<file path="src/rtl/stopwatch_counter.sv">
// MM:SS time-keeping core for the lab3 stopwatch: counts from a 1 Hz tick, pauses/clears,
// and advances the selected field from a 2 Hz tick while in adjust mode.
module stopwatch_counter #(
  parameter int unsigned MAX_MIN = 59,
  parameter int unsigned MAX_SEC = 59,
  parameter int unsigned W       = 6
) (
  input  logic         clk,
  input  logic         rst_n,
  input  logic         tick_1hz,
  input  logic         tick_2hz,
  input  logic         adj,
  input  logic         sel,
  input  logic         pause_pulse,
  input  logic         clear_pulse,
  output logic [W-1:0] minutes,
  output logic [W-1:0] seconds,
  output logic         running,
  output logic         blink_min,
  output logic         blink_sec
);

  typedef enum logic [1:0] {StRun, StPaused, StAdjust} state_e;

  localparam logic [W-1:0] MaxMin = W'(MAX_MIN);
  localparam logic [W-1:0] MaxSec = W'(MAX_SEC);

  logic [W-1:0] min_q, min_d;
  logic [W-1:0] sec_q, sec_d;
  logic         run_q, run_d;
  state_e       state;

  // >= rather than == keeps any out-of-range value from counting past the limit.
  function automatic logic [W-1:0] wrap_inc(input logic [W-1:0] v, input logic [W-1:0] max);
    return (v >= max) ? '0 : v + 1'b1;
  endfunction

  // adj is a level, so the mode is derived each cycle rather than stored.
  always_comb begin
    if (adj) begin
      state = StAdjust;
    end else if (run_q) begin
      state = StRun;
    end else begin
      state = StPaused;
    end
  end

  always_comb begin
    min_d = min_q;
    sec_d = sec_q;
    run_d = run_q ^ pause_pulse;
    if (clear_pulse) begin
      min_d = '0;
      sec_d = '0;
    end else begin
      unique case (state)
        StAdjust: begin
          if (tick_2hz) begin
            if (sel) begin
              sec_d = wrap_inc(sec_q, MaxSec);
            end else begin
              min_d = wrap_inc(min_q, MaxMin);
            end
          end
        end
        StRun: begin
          if (tick_1hz) begin
            sec_d = wrap_inc(sec_q, MaxSec);
            if (sec_q >= MaxSec) begin
              min_d = wrap_inc(min_q, MaxMin);
            end
          end
        end
        StPaused: begin
        end
        default: begin
        end
      endcase
    end
  end

  always_ff @(posedge clk or negedge rst_n) begin
    if (!rst_n) begin
      min_q <= '0;
      sec_q <= '0;
      run_q <= 1'b1;
    end else begin
      min_q <= min_d;
      sec_q <= sec_d;
      run_q <= run_d;
    end
  end

  assign minutes   = min_q;
  assign seconds   = sec_q;
  assign running   = (state == StRun);
  assign blink_min = adj & ~sel;
  assign blink_sec = adj & sel;

endmodule

</file>
<file path="config.mk">
export PLATFORM = sky130hd
export DESIGN_NAME = stopwatch_counter
export DESIGN_NICKNAME = d
export VERILOG_FILES = /design/src/rtl/stopwatch_counter.sv
export SDC_FILE = /design/constraint.sdc
export NUM_CORES = 1
export LEC_CHECK = 0
export ABC_AREA = 1
export BUFFER_PORTS_ARGS = -buffer_cell sky130_fd_sc_hd__buf_2
export CORE_AREA = 2 2 44 46
export DETAILED_ROUTE_END_ITERATION = 7
export DIE_AREA = 0 0 46 48
export PLACE_DENSITY = 0.75
export SYNTH_ARGS = -nofsm -noshare
export SYNTH_HDL_FRONTEND = slang
export SYNTH_SLANG_ARGS = --single-unit
</file>
<file path="constraint.sdc">
create_clock -name clk -period 1.5 [get_ports clk]
set_clock_uncertainty 0.05 [all_clocks]
set_input_delay 0.075 -clock clk [delete_from_list [all_inputs] [get_ports clk]]
set_output_delay 0.075 -clock clk [all_outputs]
set_load 0.01 [all_outputs]
</file>
=== Yosys cells after proc, flatten, opt, wreduce, memory -nomap -nowiden ===
Index checks and enable logic that the tools add are counted.

* Input bits: 8
* Output and inout bits: 15
* Logic and storage cells: 36
* Register bits: 13

* Order comparisons: 2
* Eq/ne operators: 6
* Add/subtract/negate cells: 2
* Bitwise logic cells: 4
* Mux-type cells: 15
* Reduce and logical (&&, ||, !) cells: 4

{| class="wikitable"
|+ Operators by type and width
! kind !! count
|-
| $mux 6 || 11
|-
| $pmux 6 s2 || 2
|-
| $add 6x1->6 const B || 2
|-
| $ge 6x6->1 const B || 2
|-
| $ne 3x3->1 const B || 4
|-
| $reduce_and 5->1 || 1
|-
| $reduce_and 4->1 || 1
|-
| $ne 3x2->1 const B || 1
|-
| $reduce_bool 3->1 || 1
|-
| $and 1x1->1 || 2
|-
| $eq 2x2->1 const B || 1
|-
| $logic_not 2->1 || 1
|-
| $mux 2 || 1
|-
| $mux 1 || 1
|-
| $not 1->1 || 1
|-
| $xor 1x1->1 || 1
|}

=== Longest topological paths before layout ===
* Word-level depth: 6
* Depth in mapped cells: 9
* Gate-level depth less buffers: 8

=== Worst setup path after synthesis ===
OpenSTA, ideal clock, no wires.

* Path kind: reg-to-reg
* Start: reg sec_q[0], in the netlist seconds[0]
* End: reg sec_q[0], in the netlist seconds[0]
* Buffers on the path: 0
* Data required time: 1374 ps
* Period minus slack after synthesis: 1404 ps
* Slack: 96 ps
* Stages on the path, launching flop included: 8
* Data arrival time: 1278 ps
* Setup time: 76 ps
* Cell sequence: dfrtp_1 -> ha_1 -> inv_1 -> nand2_1 -> nand2_1 -> nand2_1 -> or2_2 -> o21ai_1

* Longest elaborated chain between the ends: 6
* Elaborated cells between the ends (all ways): 8
* Classes of those cells: add/sub: 1; order compare: 1; mux: 6

{| class="wikitable"
|+ Ends and longest elaborated chain
! item !! line !! source
|-
| start, declared || 29 || <nowiki>logic [W-1:0] sec_q, sec_d;</nowiki>
|-
| start signal, assigned || 86 || <nowiki>sec_q <= '0;</nowiki>
|-
| start signal, assigned || 90 || <nowiki>sec_q <= sec_d;</nowiki>
|-
| $add 6x1->6 / $ge 6x6->1 (equally long branches) || 35 || <nowiki>return (v >= max) ? '0 : v + 1'b1;</nowiki>
|-
| $mux 6 (*) || 35 ||
|-
| $mux 6 || 60 || <nowiki>if (sel) begin</nowiki>
|-
| $mux 6 || 59 || <nowiki>if (tick_2hz) begin</nowiki>
|-
| $pmux 6 s2 (*) || 57 || <nowiki>unique case (state)</nowiki>
|-
| $mux 6 (*) || 53 || <nowiki>if (clear_pulse) begin</nowiki>
|}

Mark *: on every way between the ends. The rest lies on a longest branch, timed or not. The select of a mux whose other input is x is not followed.
A chain may end at the register's enable or synchronous reset.

=== Worst setup path in the final report ===
* Start: reg sec_q[1], in the netlist seconds[1]
* End: reg min_q[1], in the netlist minutes[1]

* Longest elaborated chain between the ends: 3

{| class="wikitable"
|+ Ends and longest elaborated chain
! item !! line !! source
|-
| $ge 6x6->1 || 70 || <nowiki>if (sec_q >= MaxSec) begin</nowiki>
|-
| $ne 3x2->1 (no source line) || -- ||
|-
| $reduce_and 5->1 (no source line) || -- ||
|-
| end signal, assigned || 89 || <nowiki>min_q <= min_d;</nowiki>
|-
| end, declared || 28 || <nowiki>logic [W-1:0] min_q, min_d;</nowiki>
|}

Every way passes these cells.

==> flow_summary.ini <==
[sta]
setup_viol = 0
fin_hold_ws_ps = 114
slew_violations = 0
tightest_slew_ps = 307
hold_violations = 0
timing.slew.headroom_pct = 79.5
finalCritPeriodShare_pct = 94.4
max_clock_freq_mhz = 706
fin_crit_ps = 1420
fin_ws_ps = 83.4
grt_setup_unrepaired = no
fin_tns_setup_ps = 0

[cts]
cts_root_buffer = clkbuf_4
clkLatencyLatePin_ps = 280
cts_max_level = 1
numCtsBuffers = 3
clk_path_buf_depth = 2
clock_sinks = 13
clk_pin_slew_ps = 80
cts_tree = done

[yosys]
synth_top_area_cell = dfrtp_1
syn_area_per_cell_um2 = 7.04
ys_types = 20
syn_area_um2 = 838
synthTopCellsByArea = dfrtp_1 (36%), nand2_1 (15%), inv_1 (8.1%)
synth-seq-area-share_pct = 39.0
async_reset_ff_share_pct = 100
post-synth-top-count-cell = nand2_1
synth_edf_count = 0
ys.flop_type = dfrtp_1
syn_nets = 129
synth_cells = 119
yosys_warnings = 0
yosys-top-cells-count = nand2_1 (34), inv_1 (18), dfrtp_1 (12), nand3_1 (12), nor2_1 (10)
yosys_register_bits = 13
synth_top_area_share_pct = 35.8

[detailed_routing]
antenna_left = 0
drt_first_pass_iters = 4
drtIter0Drc = 11
drcViolationCount = 0
vias_per_cell = 4.98
wl_um = 1950
wl_per_cell_um = 11.7
vias = 831

[placed_design]
numPlacedInstances = 160
post-dp-hpwl_um = 1490
routabilityCongestion = 0.798
io_buffer_count = 22
place_ws_ps = 43.8

[power_and_ir_drop]
ir_drop_v = 0.000644
cellPowerDensity_nw_per_um2 = 1030
leakage_uw = 0.000602

[global_routing]
grt_antenna_before_repair = 0
grt_pass1_wl_um = 3310
grt_pass1_vias = 819
grt_max_degree = 14
grt_overflow = 0
grt_use_total_pct = 21.4

[cells_and_area]
fillers = 159
drive_gt1_share_pct = 34.0
area_growth_pct = 27.3
final_util_pct = 63.2
finalNonFillerCells = 167
fin_nets = 161
antenna_cells = 0

[worst_setup_path]
crit_chain = ha_2 -> inv_1 -> nand2_1 -> nand3_1 -> nand2_1 -> nand2_4 -> nand2_1 -> o21ai_2
crit_buf_inv = 1
cp_common_cell = nand2_1
reg2reg_depth = 8
r2r_setup_slack_ps = 80
reg2reg_to = minutes[1]
cp.arrival_ps = 1540
worstPathRequired_ps = 1620
critPathMaxStageDelay_ps = 390
critPathCaptureType = flop
r2r-start = seconds[1]
crit_fanout = 11
worstSetupStartpointType = flop
path_delay_family = simple AND/OR/NAND/NOR gates
crit_type = flop to flop
crit_slowest_cell = dfrtp_1

[floorplan]
fp-row-count = 15
fp.dieW_um = 46
start_util_pct = 49.6
core-area_um2 = 1690
pin_count = 23
die_y_um = 48
die_area_um2 = 2210

[flow_run]
max-cap-violations = 0

[min_path]
min_from = clear_pulse
min_path_cells = 4
whs_endpoint = minutes[0]
hold_path.class = primary input to flop

[status]
status = complete, no violations
how the worst max path moves through the flow:
stage / endpoint / start / cells past startpoint / slack (ps)
4_1_cts: seconds[0] / seconds[1] / 7 / 20
5_1_grt: minutes[0] / seconds[1] / 8 / 3
3_3_place_gp: seconds[0] / seconds[1] / 7 / 60
3_5_place_dp: seconds[0] / seconds[1] / 7 / 40
6_report: minutes[1] / seconds[1] / 8 / 80
2_1_floorplan: seconds[0] / seconds[0] / 7 / 100
cells in the final DEF (no fill, tap or decap):
cell / count
nor2_1: 8
ha_2: 1
nand2_2: 4
clkbuf_1: 1
buf_2: 22
nand2_1: 32
a21oi_4: 1
nor3_1: 1
nand2_4: 1
nand4_1: 3
a21oi_1: 1
inv_2: 3
o21ai_0: 3
inv_1: 18
dlygate4sd3_1: 2
dfrtp_1: 12
clkbuf_4: 3
o21ai_1: 1
o21bai_1: 1
xor2_1: 3
ha_1: 1
buf_4: 4
nand3_1: 12
o21ai_2: 5
or2_2: 1
dfstp_2: 1
nor2_2: 5
flip-flops by register name, indices dropped and copies added, names as in the netlist:
signal and flops:
seconds 6, minutes 6, run_q 1
worst min-delay path: stages:
cell	delay, ps
buf_2	140
a21oi_4	50
nand2_1	70
o21ai_2	60
metrics by stage:
stage	total power, uW	area [um2]
after floorplan	705	838
after global placement	834	981
after detailed placement	851	981
after CTS	1070	1030
after global routing	1200	1070
final	1100	1070
cell families (layout without fill, tap and decap cells):
kind of cell | after synthesis | count (layout) | share of synthesized area (%)
flops | 13 | 13 | 39.0
fa+ha+maj | 2 | 2 | 2.98
xor+xnor | 3 | 3 | 3.13
simple gates | 67 | 67 | 34.9
buf+inv | 22 | 53 | 10.7
compound gates | 12 | 12 | 9.25
power by group:
group	total, uW	internal [uW]	switching [uW]
Combinational	411	174	237
Sequential	474	419	54.9
Clock	215	103	112
final cells by class:
type | instances | area, um2 | share of cell area [%]
Clock buffer | 4 | 26.3 | 2.46
Inverter | 21 | 78.8 | 7.39
Multi-Input combinational cell | 84 | 454 | 42.6
Sequential cell | 13 | 327 | 30.6
Tap cell | 17 | 21.3 | 1.99
Timing Repair Buffer | 28 | 160 | 15.0
repair_timing:
action / in CTS / in global routing
setup endpoints to repair: 0 / 11
setup buffers: 0 / 1
hold endpoints to repair: 14 / 0
hold buffers: 2 / 0
resized for setup: 0 / 9
per-layer routing:
layer	part of all wire (%)	GRT usage, %	up-vias
li1	-	-	433
met1	42	23.8	370
met2	52	37.5	23
met3	4.4	4.91	5
met4	1.8	12.6	0
met5	0	0	-
No activity file was read; power rests on OpenSTA's default activity.
